[src/rtl/param_reg_slave_if.sv]
// Command bus between a master and the parametrised register-bank slave.
interface param_reg_slave_if #(
  parameter int unsigned DATA_W = 8,
  parameter int unsigned ADDR_W = 4
);
  logic              valid;
  logic              we;
  logic [ADDR_W-1:0] addr;
  logic [DATA_W-1:0] wdata;
  logic              sready;
  logic [DATA_W-1:0] rdata;
  logic              rvalid;
  logic              err;

  modport master (
    output valid, we, addr, wdata,
    input  sready, rdata, rvalid, err
  );

  modport slave (
    input  valid, we, addr, wdata,
    output sready, rdata, rvalid, err
  );
endinterface

[src/rtl/param_reg_slave.sv]
// Parametrised register-bank slave with a registered command stage,
// programmable wait states on one address, read-back and range errors.
module param_reg_slave #(
  parameter int unsigned DATA_W      = 8,
  parameter int unsigned ADDR_W      = 4,
  parameter int unsigned NUM_REGS    = 4,
  parameter int unsigned WAIT_ADDR   = 3,
  parameter int unsigned WAIT_CYCLES = 1
) (
  input  logic                         clk,
  input  logic                         rstn,
  param_reg_slave_if.slave             bus,
  output logic [NUM_REGS*DATA_W-1:0]   regs_flat
);

  localparam int unsigned CNT_W   = (WAIT_CYCLES > 0) ? $clog2(WAIT_CYCLES + 1) : 1;
  localparam bit          WAIT_EN = (WAIT_CYCLES != 0);

  typedef enum logic {
    S_IDLE = 1'b0,
    S_WAIT = 1'b1
  } state_t;

  typedef struct packed {
    logic              we;
    logic [ADDR_W-1:0] addr;
    logic [DATA_W-1:0] wdata;
  } cmd_t;

  state_t            state;
  state_t            state_nxt;
  logic [CNT_W-1:0]  cnt;
  logic [CNT_W-1:0]  cnt_nxt;
  cmd_t              cmd;
  logic              pend;
  logic [DATA_W-1:0] regs [NUM_REGS];
  logic [DATA_W-1:0] rd_sel_c;
  logic              accept_c;
  logic              commit_c;
  logic              wait_hit_c;
  logic              in_range_c;

  assign accept_c   = bus.valid && bus.sready;
  assign commit_c   = pend && (state == S_IDLE);
  assign wait_hit_c = WAIT_EN && (bus.addr == ADDR_W'(WAIT_ADDR));
  assign in_range_c = {1'b0, cmd.addr} < (ADDR_W + 1)'(NUM_REGS);

  // Next-state and wait counter: a WAIT_ADDR acceptance stalls the port for WAIT_CYCLES cycles.
  always_comb begin
    state_nxt = state;
    cnt_nxt   = cnt;
    case (state)
      S_IDLE: begin
        if (accept_c && wait_hit_c) begin
          state_nxt = S_WAIT;
          cnt_nxt   = CNT_W'(WAIT_CYCLES);
        end
      end
      S_WAIT: begin
        if (cnt <= CNT_W'(1)) begin
          state_nxt = S_IDLE;
          cnt_nxt   = '0;
        end else begin
          cnt_nxt = cnt - CNT_W'(1);
        end
      end
      default: begin
        state_nxt = S_IDLE;
        cnt_nxt   = '0;
      end
    endcase
  end

  // State register; sready is registered from the next state so it is low only in WAIT.
  always_ff @(posedge clk or negedge rstn) begin
    if (!rstn) begin
      state      <= S_IDLE;
      cnt        <= '0;
      bus.sready <= 1'b1;
    end else begin
      state      <= state_nxt;
      cnt        <= cnt_nxt;
      bus.sready <= (state_nxt == S_IDLE);
    end
  end

  // Command stage: latched on acceptance, released on commit unless refilled at the same edge.
  always_ff @(posedge clk or negedge rstn) begin
    if (!rstn) begin
      cmd  <= '0;
      pend <= 1'b0;
    end else if (accept_c) begin
      cmd.we    <= bus.we;
      cmd.addr  <= bus.addr;
      cmd.wdata <= bus.wdata;
      pend      <= 1'b1;
    end else if (commit_c) begin
      pend <= 1'b0;
    end
  end

  // Read mux over implemented registers; out-of-range addresses read as zero.
  always_comb begin
    rd_sel_c = '0;
    for (int i = 0; i < NUM_REGS; i++) begin
      if (cmd.addr == ADDR_W'(i)) rd_sel_c = regs[i];
    end
  end

  // Commit: register write or read-back, plus one-cycle rvalid/err pulses.
  always_ff @(posedge clk or negedge rstn) begin
    if (!rstn) begin
      for (int i = 0; i < NUM_REGS; i++) regs[i] <= '0;
      bus.rdata  <= '0;
      bus.rvalid <= 1'b0;
      bus.err    <= 1'b0;
    end else begin
      bus.rvalid <= 1'b0;
      bus.err    <= 1'b0;
      if (commit_c) begin
        bus.err <= !in_range_c;
        if (cmd.we) begin
          for (int i = 0; i < NUM_REGS; i++) begin
            if (cmd.addr == ADDR_W'(i)) regs[i] <= cmd.wdata;
          end
        end else begin
          bus.rvalid <= 1'b1;
          bus.rdata  <= rd_sel_c;
        end
      end
    end
  end

  // Flat view of the register bank straight from the flops.
  for (genvar g = 0; g < NUM_REGS; g++) begin : g_flat
    assign regs_flat[g*DATA_W +: DATA_W] = regs[g];
  end

endmodule

[src/flat_wrapper.sv]
// flat-port wrapper written by rule: the top's interface ports become plain ports
module param_reg_slave_flat 
#(
  parameter int unsigned DATA_W      = 8,
  parameter int unsigned ADDR_W      = 4,
  parameter int unsigned NUM_REGS    = 4,
  parameter int unsigned WAIT_ADDR   = 3,
  parameter int unsigned WAIT_CYCLES = 1
)
  (clk, rstn, regs_flat, bus_valid, bus_we, bus_addr, bus_wdata, bus_sready, bus_rdata, bus_rvalid, bus_err);
  param_reg_slave_if #(.DATA_W(DATA_W), .ADDR_W(ADDR_W)) bus_i ();
  input  logic clk;
  input  logic rstn;
  output logic [NUM_REGS*DATA_W-1:0] regs_flat;
  input wire logic [$bits(bus_i.valid)-1:0] bus_valid;
  input wire logic [$bits(bus_i.we)-1:0] bus_we;
  input wire logic [$bits(bus_i.addr)-1:0] bus_addr;
  input wire logic [$bits(bus_i.wdata)-1:0] bus_wdata;
  output wire logic [$bits(bus_i.sready)-1:0] bus_sready;
  output wire logic [$bits(bus_i.rdata)-1:0] bus_rdata;
  output wire logic [$bits(bus_i.rvalid)-1:0] bus_rvalid;
  output wire logic [$bits(bus_i.err)-1:0] bus_err;
  assign bus_i.valid = bus_valid;
  assign bus_i.we = bus_we;
  assign bus_i.addr = bus_addr;
  assign bus_i.wdata = bus_wdata;
  assign bus_sready = bus_i.sready;
  assign bus_rdata = bus_i.rdata;
  assign bus_rvalid = bus_i.rvalid;
  assign bus_err = bus_i.err;
  param_reg_slave #(.DATA_W(DATA_W), .ADDR_W(ADDR_W), .NUM_REGS(NUM_REGS), .WAIT_ADDR(WAIT_ADDR), .WAIT_CYCLES(WAIT_CYCLES)) u_core (.clk(clk), .rstn(rstn), .bus(bus_i), .regs_flat(regs_flat));
endmodule
[config.mk]
export PLATFORM = sky130hd
export DESIGN_NAME = param_reg_slave_flat
export DESIGN_NICKNAME = d
export VERILOG_FILES = /design/src/rtl/param_reg_slave_if.sv /design/src/rtl/param_reg_slave.sv /design/src/flat_wrapper.sv
export SDC_FILE = /design/constraint.sdc
export NUM_CORES = 1
export LEC_CHECK = 0
export CORE_MARGIN = 2
export CORE_UTILIZATION = 51
export CTS_BUF_LIST = sky130_fd_sc_hd__clkbuf_8
export DETAILED_ROUTE_END_ITERATION = 10
export GPL_TIMING_DRIVEN = 0
export HOLD_SLACK_MARGIN = 0.02
export PLACE_DENSITY = 0.84
export SLEW_MARGIN = 20
export SYNTH_ARGS = -nofsm -noshare
export SYNTH_HDL_FRONTEND = slang
export SYNTH_SLANG_ARGS = --single-unit
[constraint.sdc]
create_clock -name clk -period 1.8 [get_ports clk]
set_input_delay 0.45 -clock clk [delete_from_list [all_inputs] [get_ports clk]]
set_output_delay 0.45 -clock clk [all_outputs]
set_load 0.1 [all_outputs]
---- Word level (Yosys, flattened, before mapping) ----
Cells that the tools add are included.
storage, ports and cells
  bits in writable memories ............... 0
  memories ................................ 0
  output and inout bits ................... 43
  bits in latches ......................... 0
  ROM bits ................................ 0
  word-level logic and storage cells ...... 51
  bits in registers ....................... 59
cells by class
  eq/ne operators ......................... 5
  order comparisons ....................... 2
  div/mod/pow operators ................... 0
  reduce and logical (&&, ||, !) cells .... 11
  multipliers ............................. 0
  bitwise operators ....................... 3
  shift operators ......................... 0
  add/sub/neg operators ................... 1
  mux-type cells .......................... 15
operators with widths
  operator             count
  $mux 8               4
  $eq 4x2->1 const B   3
  $reduce_and 3->1     4
  $mux 1               9
  $eq 4x1->1 const B   1
  $logic_not 4->1      1
  $lt 4x3->1 const B   1
  $pmux 1 s2           2
  $logic_and 1x1->1    3
  $not 1->1            3
  $ne 2x2->1 const B   1
  $reduce_and 2->1     1
  $reduce_bool 2->1    1
  $le 1x1->1 const B   1
  $logic_not 1->1      1
  $sub 1x1->1 const B  1

---- Longest topological paths before layout ----
  word-level depth ........................ 5
  mapped depth ............................ 6
  mapped depth without buffers ............ 5

---- Least setup slack after synthesis ----
No wires, ideal clock.
  path type ............................... flip-flop to flip-flop
  start point ............................. register u_core.bus.sready
  end point ............................... register u_core.state
  arrival time ............................ 1643 ps
  stages on the path, launching flop included .. 4
  clock period less this slack ............ 1708 ps
  path slack .............................. 92 ps
  path buffers ............................ 0
  library setup time ...................... 65 ps
  cell sequence ........................... dfstp_2 -> nand2_1 -> or4_1 -> inv_1
on the way
  cells in the longest elaborated chain, start to end .. 4
ends and longest elaborated chain
  item                      RTL line                  text
  start: declaration        param_reg_slave_if.sv:22  output sready, rdata, rvalid, err
  start signal: assignment  param_reg_slave.sv:83     bus.sready <= (state_nxt == S_IDLE);
  $logic_and 1x1->1         param_reg_slave.sv:43     assign accept_c = bus.valid && bus.sready;
  $logic_and 1x1->1         param_reg_slave.sv:54     if (accept_c && wait_hit_c) begin
  $mux 1                    param_reg_slave.sv:54
  $pmux 1 s2                param_reg_slave.sv:52     case (state)
  net u_core.state_nxt      param_reg_slave.sv:31     state_t state_nxt;
  end signal: assignment    param_reg_slave.sv:81     state <= state_nxt;
  end: declaration          param_reg_slave.sv:30     state_t state;
The timed path passes the listed nets, and every way through them passes these cells.
A chain may end at the register's enable or synchronous reset.

---- Worst setup path in the final report ----
  start point ............................. register u_core.regs (netlist bit u_core.regs_flat[29])
  end point ............................... output regs_flat[29]
RTL lines
  item                              RTL line                text
  start: declaration                param_reg_slave.sv:36   logic [DATA_W-1:0] regs [NUM_REGS];
  start signal: indexed assignment  param_reg_slave.sv:124  if (cmd.addr == ADDR_W'(i)) regs[i] <= cmd.wdata;
  end: declaration                  flat_wrapper.sv:14      output logic [NUM_REGS*DATA_W-1:0] regs_flat;
No word-level cell between the ends.

==> results.sh <==
export IMPL_maxCapViolCount=0
export IMPL_worstPathArrival_ps=1300
export IMPL_final_cell_mix="57 x dfrtp_1, 42 x clkdlybuf4s15_2, 37 x mux2_2"
export IMPL_n_antenna_cell=0
export IMPL_reg2reg_to="u_core.regs_flat[31]"
export IMPL_setup_worst_path_start_class="register"
export IMPL_synthSimpleGateAreaFrac=0.0679
export IMPL_synthCells=163
export IMPL_critPathSlowestCell="clkdlybuf4s15_2"
export IMPL_preCtsSetupSlack_ps=-274
export IMPL_dieHeight_um=73.0
export IMPL_fmax_mhz=570
export IMPL_fin_crit_sh=0.974
export IMPL_hold_violations=0
export IMPL_num_rows=25
export IMPL_status="completed"
export IMPL_numCtsBuffers=9
export IMPL_critical_path_required_ps=1350
export IMPL_ys_seq_area_frac=0.598
export IMPL_synth_top_family_by_area="multiplexers"
export IMPL_numPortBuffers=58
export IMPL_yosysUniqueCellTypes=28
export IMPL_clockBufferDepth=2
export IMPL_fin_cells=293
export IMPL_critPathBufInv=1
export IMPL_core_um2=4660
export IMPL_worstSetupPathType="register to output pin"
export IMPL_cp_end_kind="output pin"
export IMPL_boundaryPins=59
export IMPL_routed_wl_um=5340
export IMPL_fin_ws_ps=46.5
export IMPL_clockRootBuffer="clkbuf_8"
export IMPL_fin_skew_ps=8.42
export IMPL_fin_nets=250
export IMPL_cts_tree="yes"
export IMPL_syn_cell_area_um2=2430
export IMPL_drc_errors=0
export IMPL_muxShareOfSynthArea=0.267
export IMPL_drt_iter0_drc=88
export IMPL_place_inst=275
export IMPL_synth_compound_area_frac=0.0473
export IMPL_synth_xor_area_share=0
export IMPL_dieArea_um2=5330
export IMPL_setup_viol=0
export IMPL_period_minus_slack_ps=1750
export IMPL_vias=1623
export IMPL_die_w_um=73.0
export IMPL_globalplace_congestion=0.720
export IMPL_yosysWarnings=0
export IMPL_start_util=0.522
export IMPL_tightestPinTransition_ps=718
export IMPL_cp_top_family="buffers and inverters"
export IMPL_antenna_found_initial=0
export IMPL_synth_ff_latch_count=58
export IMPL_rsz0062_at_grt="false"
export IMPL_max_slew_margin=0.521
export IMPL_hp_class="input port to asynchronous set/reset pin"
export IMPL_yosys_area_share_adder=0
export IMPL_dpl_hpwl_um=3490
export IMPL_critical_path_startpoint="u_core.regs_flat[29]"
export IMPL_grt_first_pass_wirelength_um=8280
export IMPL_cp_max_fo=3
export IMPL_grt_remaining_overflow=0
export IMPL_firstDrtPassIters=7
export IMPL_multi_input_area_um2=935
export IMPL_worst_r2r_setup_slack_ps=70
export IMPL_path_cells="clkdlybuf4s15_2"
export IMPL_htree_levels=3
export IMPL_hold_buffers=0
export IMPL_crit_end="regs_flat[29]"
export IMPL_r2r_worst_path_cells=5
export IMPL_grt_total_usage=0.215
export IMPL_path_clk_slew_ps=70
export IMPL_wl_per_cell_um=18.2
export IMPL_grt_max_degree=59
export IMPL_layout_drive_gt1_share=0.502
export IMPL_syn_to_final_growth_pct=36.9
export IMPL_r2r_start="u_core.cmd[11]"
export IMPL_slew_viol_final=0
export IMPL_syn_avg_cell_area_um2=14.9
export IMPL_cts_sinks=58
export IMPL_viasPerCell=5.54
export IMPL_insertion_delay_ps=340
export IMPL_regArea_um2=1450
export IMPL_cp_num_cells=1
export IMPL_syn_nets=179
export IMPL_finalSetupTns_ps=0
export IMPL_grt_pass1_vias=1657
export IMPL_antenna_left=0
export IMPL_slowest_delay_ps=580
export IMPL_fill_cells=305
export IMPL_final_common_cell="dfrtp_1"
[cells in the mapped netlist]
library cell,n,area [um^2]
nand3_1,1,5.00
nor2_2,1,6.26
or4_1,1,7.51
nor3_2,1,10.0
and3_1,1,6.26
inv_1,5,18.8
nand2_1,6,22.5
nand4_2,1,12.5
clkbuf_1,1,3.75
a22o_1,5,43.8
nand2b_1,2,12.5
a21oi_1,3,15.0
mux2_2,37,417
nor2_4,1,11.3
a32oi_1,3,26.3
dfrtp_1,57,1430
mux2_4,8,120
nand4_1,1,6.26
buf_2,3,15.0
and3_4,1,11.3
o21ai_0,6,30.0
nand3b_1,1,7.51
dfstp_2,1,26.3
nor2b_1,2,12.5
buf_6,1,11.3
mux4_2,5,113
and2b_1,1,7.51
nor2_1,7,26.3
[final cells by class]
type,instances,share of cell area
plain buffers,5,0.00903
clock buffers,12,0.0496
clock inverters,4,0.00527
inverters,5,0.00564
multi-input cells,95,0.281
flip-flops and latches,58,0.437
well taps,54,0.0203
repair buffers,60,0.193
[stage by stage]
step,hold slack [ps],instance area (um^2),util
global placement,477,3080,0.661
finish,162,3330,0.714
floorplan,154,2430,-
detailed placement,489,3080,0.660
CTS,187,3310,0.710
global route,217,3330,0.714
[logic make-up (layout without fill, tap and decap cells)]
group,count (synthesis),after routing
DFF,58,58
muxes,50,50
and+or+nand+nor,28,28
AOI/OAI and AO/OA,17,17
buffers and inverters,10,86
[how the worst min path moves through the flow]
stage | startpoint | end | slack [ps] | cells past startpoint
floorplan | rstn | u_core.bus.err | 150 | 0
global placement | u_core.pend | u_core.pend | 480 | 2
detailed placement | u_core.pend | u_core.pend | 490 | 2
CTS | rstn | u_core.cmd[0] | 190 | 1
global route | rstn | u_core.cmd[0] | 220 | 1
finish | rstn | u_core.cmd[0] | 160 | 1
[flip-flops by register name (all words and copies together) (netlist names)]
name and count:
u_core.regs_flat 32, u_core.state 1, u_core.bus.rdata 8, u_core.pend 1, u_core.bus.sready 1, u_core.cmd 13, u_core.bus.rvalid 1, u_core.bus.err 1
[metal layers]
metal / wire (um) / global-route usage / up-vias
met1: 2320 / 0.278 / 825
met2: 2570 / 0.328 / 53
met3: 345 / 0.0594 / 12
li1: - / - / 733
met4: 102 / 0.115 / 0
met5: 0 / 0 / -
[repair_timing]
item | 4_1_cts | 5_1_grt
pin swaps | 0 | 1
cloned | 0 | 0
gates resized for setup | 131 | 1
endpoints found under the hold margin | 0 | 0
setup buffers | 0 | 2
setup endpoints to repair | 43 | 15
Power is left out: the tool's default activity adds up to more than one toggle a clock period on the data nets, which glitch-free logic cannot reach.
